## config.mk

```make
export PLATFORM = sky130hd
export DESIGN_NAME = snapshot_scheduler_flat
export DESIGN_NICKNAME = d
export VERILOG_FILES = /design/src/rtl/snapshot_scheduler_if.sv /design/src/rtl/snapshot_scheduler.sv /design/src/flat_wrapper.sv
export SDC_FILE = /design/constraint.sdc
export NUM_CORES = 1
export LEC_CHECK = 0
export CORE_AREA = 2 2 43 61
export CTS_BUF_LIST = sky130_fd_sc_hd__clkbuf_2 sky130_fd_sc_hd__clkbuf_4 sky130_fd_sc_hd__clkbuf_8
export CTS_CLUSTER_DIAMETER = 40
export DETAILED_ROUTE_END_ITERATION = 10
export DIE_AREA = 0 0 45 63
export PLACE_DENSITY_LB_ADDON = 0.3
export SYNTH_ARGS = -nofsm -noshare
export SYNTH_HDL_FRONTEND = slang
export SYNTH_SLANG_ARGS = --single-unit
export TNS_END_PERCENT = 5
```

## constraint.sdc

```tcl
create_clock -name clk -period 1.4 [get_ports clk]
set_input_delay 0.42 -clock clk [delete_from_list [all_inputs] [get_ports clk]]
set_output_delay 0.42 -clock clk [all_outputs]
set_load 0.02 [all_outputs]
```

## src/rtl/snapshot_scheduler_if.sv

```systemverilog
// Handshake bundle between the snapshot scheduler and its controller/consumer.
// The master drives run control and ack; the slave (the scheduler) drives count and snapshot state.
interface snapshot_scheduler_if #(
  parameter int WIDTH = 4
);
  logic             start;
  logic             stop;
  logic [WIDTH-1:0] period;
  logic             ack;
  logic [WIDTH-1:0] count;
  logic [WIDTH-1:0] snap_data;
  logic             snap_valid;
  logic             overrun;
  logic             busy;

  modport master (
    output start, stop, period, ack,
    input  count, snap_data, snap_valid, overrun, busy
  );

  modport slave (
    input  start, stop, period, ack,
    output count, snap_data, snap_valid, overrun, busy
  );
endinterface

```

## src/rtl/snapshot_scheduler.sv

```systemverilog
// Runs a free-running counter and captures it into a snapshot register every period+1 run cycles.
// Snapshots are handed off over valid/ack; saves that land on a pending snapshot set a sticky overrun.
module snapshot_scheduler #(
  parameter int WIDTH = 4
) (
  input  logic                 clk,
  input  logic                 rst_n,
  snapshot_scheduler_if.slave  bus
);

  typedef enum logic [0:0] {
    IDLE = 1'b0,
    RUN  = 1'b1
  } state_e;

  state_e           state_q, state_d;
  logic [WIDTH-1:0] count_q, count_d;
  logic [WIDTH-1:0] intv_q, intv_d;
  logic [WIDTH-1:0] period_q, period_d;
  logic [WIDTH-1:0] snap_data_q, snap_data_d;
  logic             snap_valid_q, snap_valid_d;
  logic             overrun_q, overrun_d;
  logic             save;

  always_comb begin
    // NOTE: every combinational output is defaulted first so no path can infer a latch.
    state_d      = state_q;
    count_d      = count_q;
    intv_d       = intv_q;
    period_d     = period_q;
    snap_data_d  = snap_data_q;
    snap_valid_d = snap_valid_q;
    overrun_d    = overrun_q;
    save         = 1'b0;

    case (state_q)
      IDLE: ;
      RUN: begin
        if (bus.stop) begin
          state_d = IDLE;
        end else begin
          count_d = count_q + 1'b1;
          if (intv_q == period_q) begin
            save   = 1'b1;
            intv_d = '0;
          end else begin
            intv_d = intv_q + 1'b1;
          end
        end
      end
      default: state_d = IDLE;
    endcase

    // Capture uses the pre-increment count; an ack on the save edge frees the slot for it.
    if (save) begin
      if (!snap_valid_q || bus.ack) begin
        snap_data_d  = count_q;
        snap_valid_d = 1'b1;
      end else begin
        overrun_d = 1'b1;
      end
    end else if (bus.ack && snap_valid_q) begin
      snap_valid_d = 1'b0;
    end

    // Start wins over stop, a coincident save and any handshake activity.
    if (bus.start) begin
      state_d      = RUN;
      count_d      = '0;
      intv_d       = '0;
      period_d     = bus.period;
      snap_valid_d = 1'b0;
      overrun_d    = 1'b0;
    end
  end

  // NOTE: sequential state uses non-blocking assignments so all registers update together.
  always_ff @(posedge clk) begin
    if (!rst_n) begin
      state_q      <= IDLE;
      count_q      <= '0;
      intv_q       <= '0;
      period_q     <= '0;
      snap_data_q  <= '0;
      snap_valid_q <= 1'b0;
      overrun_q    <= 1'b0;
    end else begin
      state_q      <= state_d;
      count_q      <= count_d;
      intv_q       <= intv_d;
      period_q     <= period_d;
      snap_data_q  <= snap_data_d;
      snap_valid_q <= snap_valid_d;
      overrun_q    <= overrun_d;
    end
  end

  assign bus.count      = count_q;
  assign bus.snap_data  = snap_data_q;
  assign bus.snap_valid = snap_valid_q;
  assign bus.overrun    = overrun_q;
  assign bus.busy       = (state_q == RUN);

endmodule
```

## src/flat_wrapper.sv

```systemverilog
// flat-port wrapper written by rule: the top's interface ports become plain ports
module snapshot_scheduler_flat 
#(
  parameter int WIDTH = 4
)
  (clk, rst_n, bus_start, bus_stop, bus_period, bus_ack, bus_count, bus_snap_data, bus_snap_valid, bus_overrun, bus_busy);
  snapshot_scheduler_if #(.WIDTH(WIDTH)) bus_i ();
  input  logic clk;
  input  logic rst_n;
  input wire logic [$bits(bus_i.start)-1:0] bus_start;
  input wire logic [$bits(bus_i.stop)-1:0] bus_stop;
  input wire logic [$bits(bus_i.period)-1:0] bus_period;
  input wire logic [$bits(bus_i.ack)-1:0] bus_ack;
  output wire logic [$bits(bus_i.count)-1:0] bus_count;
  output wire logic [$bits(bus_i.snap_data)-1:0] bus_snap_data;
  output wire logic [$bits(bus_i.snap_valid)-1:0] bus_snap_valid;
  output wire logic [$bits(bus_i.overrun)-1:0] bus_overrun;
  output wire logic [$bits(bus_i.busy)-1:0] bus_busy;
  assign bus_i.start = bus_start;
  assign bus_i.stop = bus_stop;
  assign bus_i.period = bus_period;
  assign bus_i.ack = bus_ack;
  assign bus_count = bus_i.count;
  assign bus_snap_data = bus_i.snap_data;
  assign bus_snap_valid = bus_i.snap_valid;
  assign bus_overrun = bus_i.overrun;
  assign bus_busy = bus_i.busy;
  snapshot_scheduler #(.WIDTH(WIDTH)) u_core (.clk(clk), .rst_n(rst_n), .bus(bus_i));
endmodule
```

==> key figures <==
Global route
  – Initial antenna violation count: 0
  – First-pass GRT wire length: 2820 µm
  – GR Util All Layers: 0.133
  – Largest net degree at the start of global routing: 14
  – Vias in the first global route: 624
  – Grt total ovfl: 0

Detailed routing
  – DR vias: 644
  – Met1 Routed Length: 691 µm
  – Routed WL per cell: 11.5 µm
  – Met2 WL post-DR: 776 µm
  – Initial DRC count: 7
  – Post-Route WL: 1570 µm
  – DRC: 0
  – Final ANT Viol Nets: 0
  – Uppermost routed layer: met4
  – DR WL met3: 77 µm
  – Via density: 4.74
  – DRT Pass-1 Iters: 4

Timing
  – Post-route worst setup slack: 0.0325 ns
  – Final Hold Fails: 0
  – WHS: 0.467 ns
  – Tightest Pin Transition: 0.263 ns
  – Max-slew violations: 0
  – Shortest period the worst path allows: 1.37 ns
  – Highest clock rate: 731 MHz
  – Unrepaired setup endpoints after global routing: true
  – Max-slew headroom: 0.824
  – Setup Viol. Count Final: 0
  – Period utilization: 0.977
  – TNS Setup: 0 ns
  – Maximum clock skew at final layout: 0.00592 ns

Cells and area
  – Post-route insts no fill: 136
  – Area grow syn2layout: 34.0%
  – Layout Nets: 125
  – Leading cell types in the layout, fill and taps excluded: dfxtp_1, nand2_1, buf_4
  – Layout cells sized above 1: 0.283
  – Most common cell after layout, fill and taps aside: dfxtp_1
  – Filler instances: 229
  – Diodes inserted: 0

Floorplanning
  – Core area: 2310 µm²
  – Rows: 21
  – Starting density of the core: 0.368
  – IO Count: 20
  – Die Width: 45 µm
  – Die Y: 63 µm
  – Die footprint: 2840 µm²

CTS
  – Post CTS Setup Buffer Count: 0
  – H-tree levels: 1
  – CTS tree: done
  – CTS max path bufs: 2
  – Post-cts resize count: 18
  – # clock sinks: 19
  – Clock Tree Root: clkbuf_4
  – CTS Hold Bufs: 0
  – Clock slew at reported path FFs: 0.11 ns
  – Worst-skew pair later-pin latency: 0.29 ns
  – CTS buffer count: 3

Synthesis
  – Post-synth top area share: 0.447
  – Mapped Area: 851 µm²
  – Post-synth EDFFs: 0
  – Main synth FF type: dfxtp_1
  – Synth async-reset ratio: 0
  – Cell accounting for the most synthesized area: dfxtp_1
  – Synth cell types: 26
  – Post-synthesis cell count: 82
  – FF+latch count, synth: 19
  – Syn nets: 93
  – Seq/Total Area, Yosys: 0.447
  – Top cells by area, synth: dfxtp_1, mux2i_1, xnor2_1
  – Average cell area after synthesis: 10.4 µm²
  – YS warnings: 0

Place
  – # port buffers: 19
  – Gpl congestion: 0.727
  – Dpl cells: 132
  – Pre-CTS setup slack: -0.282 ns
  – Hpwl dp: 1240 µm

Min path
  – Worst hold path type: reg2reg

Worst setup path
  – Data arrival, critical path: 1.58 ns
  – R2R depth: 4
  – WP data required: 1.61 ns
  – CP max FO: 3
  – Worst r2r src: u_core.intv_q[0]$_SDFFE_PP0P_
  – Worst setup path start: bus_stop
  – Crit path launch type: primary input
  – Critical path class: in2reg
  – R2R Path End: u_core.bus.overrun$_SDFFE_PP0P_
  – Setup crit end: u_core.bus.overrun$_SDFFE_PP0P_
  – Worst reg-to-reg setup slack: 0.18 ns
  – Crit path capture type: flip-flop

Pwr
  – Sequential fraction of design power: 0.575
  – NetSw: 0.223 mW
  – Sw frac: 0.229
  – Pwr/cell area: 855 nW/µm²
  – Clock power share: 0.300
  – Total power: 0.974 mW
  – P_leak: 0.482 nW
  – Internal power: 0.751 mW
  – VDD IR max: 0.000368 V
  – Logic gate share of total power: 0.125

Flow run
  – Max Cap Violations: 0

Status
  – Status: complete, no violations
[per-stage QoR]
step / utilization / instance area (µm²)
floorplan: - / 851
global placement: 0.491 / 1130
detailed placement: 0.491 / 1130
CTS: 0.502 / 1160
global route: 0.493 / 1140
finish: 0.493 / 1140
[kinds of logic (layout without fill, tap and decap cells)]
family,Yosys count,count (layout),share of synthesized area
flip-flops,19,19,0.447
multiplexers,10,10,0.118
adder cells (fa/ha/maj),2,2,0.0294
XOR/XNOR,9,9,0.101
buffers and inverters,6,37,0.0382
AO/OA/AOI/OAI,5,5,0.0632
AND/OR/NAND/NOR,31,31,0.203
[layout make-up]
class	count	area, µm²	share of cell area
clock buffers	4	30.0	0.0263
inverters	2	7.51	0.00659
multi-input cells	57	444	0.390
flip-flops and latches	19	380	0.334
well taps	23	28.8	0.0252
repair buffers	31	249	0.218
[metal layers]
layer  GRT usage  up-vias
met2       0.198       14
met5           0        -
met4      0.0772        0
li1            -      339
met3      0.0202        2
met1       0.177      289
[how the worst min path moves through the flow]
stage                                               startpoint                              endpoint  slack, ns  cells after the start
after floorplan                u_core.period_q[0]$_SDFFE_PN0P_       u_core.period_q[0]$_SDFFE_PN0P_       0.50                      2
after global placement    u_core.bus.snap_data[0]$_SDFFE_PN0P_  u_core.bus.snap_data[0]$_SDFFE_PN0P_       0.45                      2
after detailed placement  u_core.bus.snap_data[0]$_SDFFE_PN0P_  u_core.bus.snap_data[0]$_SDFFE_PN0P_       0.46                      2
after CTS                 u_core.bus.snap_data[0]$_SDFFE_PN0P_  u_core.bus.snap_data[0]$_SDFFE_PN0P_       0.47                      2
after global routing      u_core.bus.snap_data[1]$_SDFFE_PN0P_  u_core.bus.snap_data[1]$_SDFFE_PN0P_       0.49                      2
final                     u_core.bus.snap_data[0]$_SDFFE_PN0P_  u_core.bus.snap_data[0]$_SDFFE_PN0P_       0.47                      2
[critical path, stage by stage]
cell and delay (ns):
clkdlybuf4s50_1 0.44, nor2b_4 0.13, a21boi_4 0.22, nand3_1 0.14, o31ai_2 0.22
[flip-flops by register name, indices dropped and copies added, names as in the netlist]
name,flops
u_core.bus.count,4
u_core.bus.snap_data,4
u_core.intv_q,4
u_core.period_q,4
u_core.bus.busy,1
u_core.bus.overrun,1
u_core.bus.snap_valid,1
[synth_stat cells (2+ instances only)]
master / instances
buf_2: 2
dfxtp_1: 19
ha_1: 2
mux2i_1: 10
nand2_1: 11
nand2b_1: 2
nand4_1: 2
nor2_1: 4
nor2b_1: 4
nor3_1: 4
xnor2_1: 5
xor2_1: 3
[power groups by stage]
stage / registers, mW / clock network (mW) / logic, mW
3_5_place_dp: 0.573 / 0 / 0.123
6_report: 0.560 / 0.292 / 0.121
2_1_floorplan: 0.576 / 0 / 0.0666
3_3_place_gp: 0.573 / 0 / 0.121
4_1_cts: 0.561 / 0.309 / 0.122
5_1_grt: 0.562 / 0.332 / 0.132
Power figures use the tool's default switching activity.
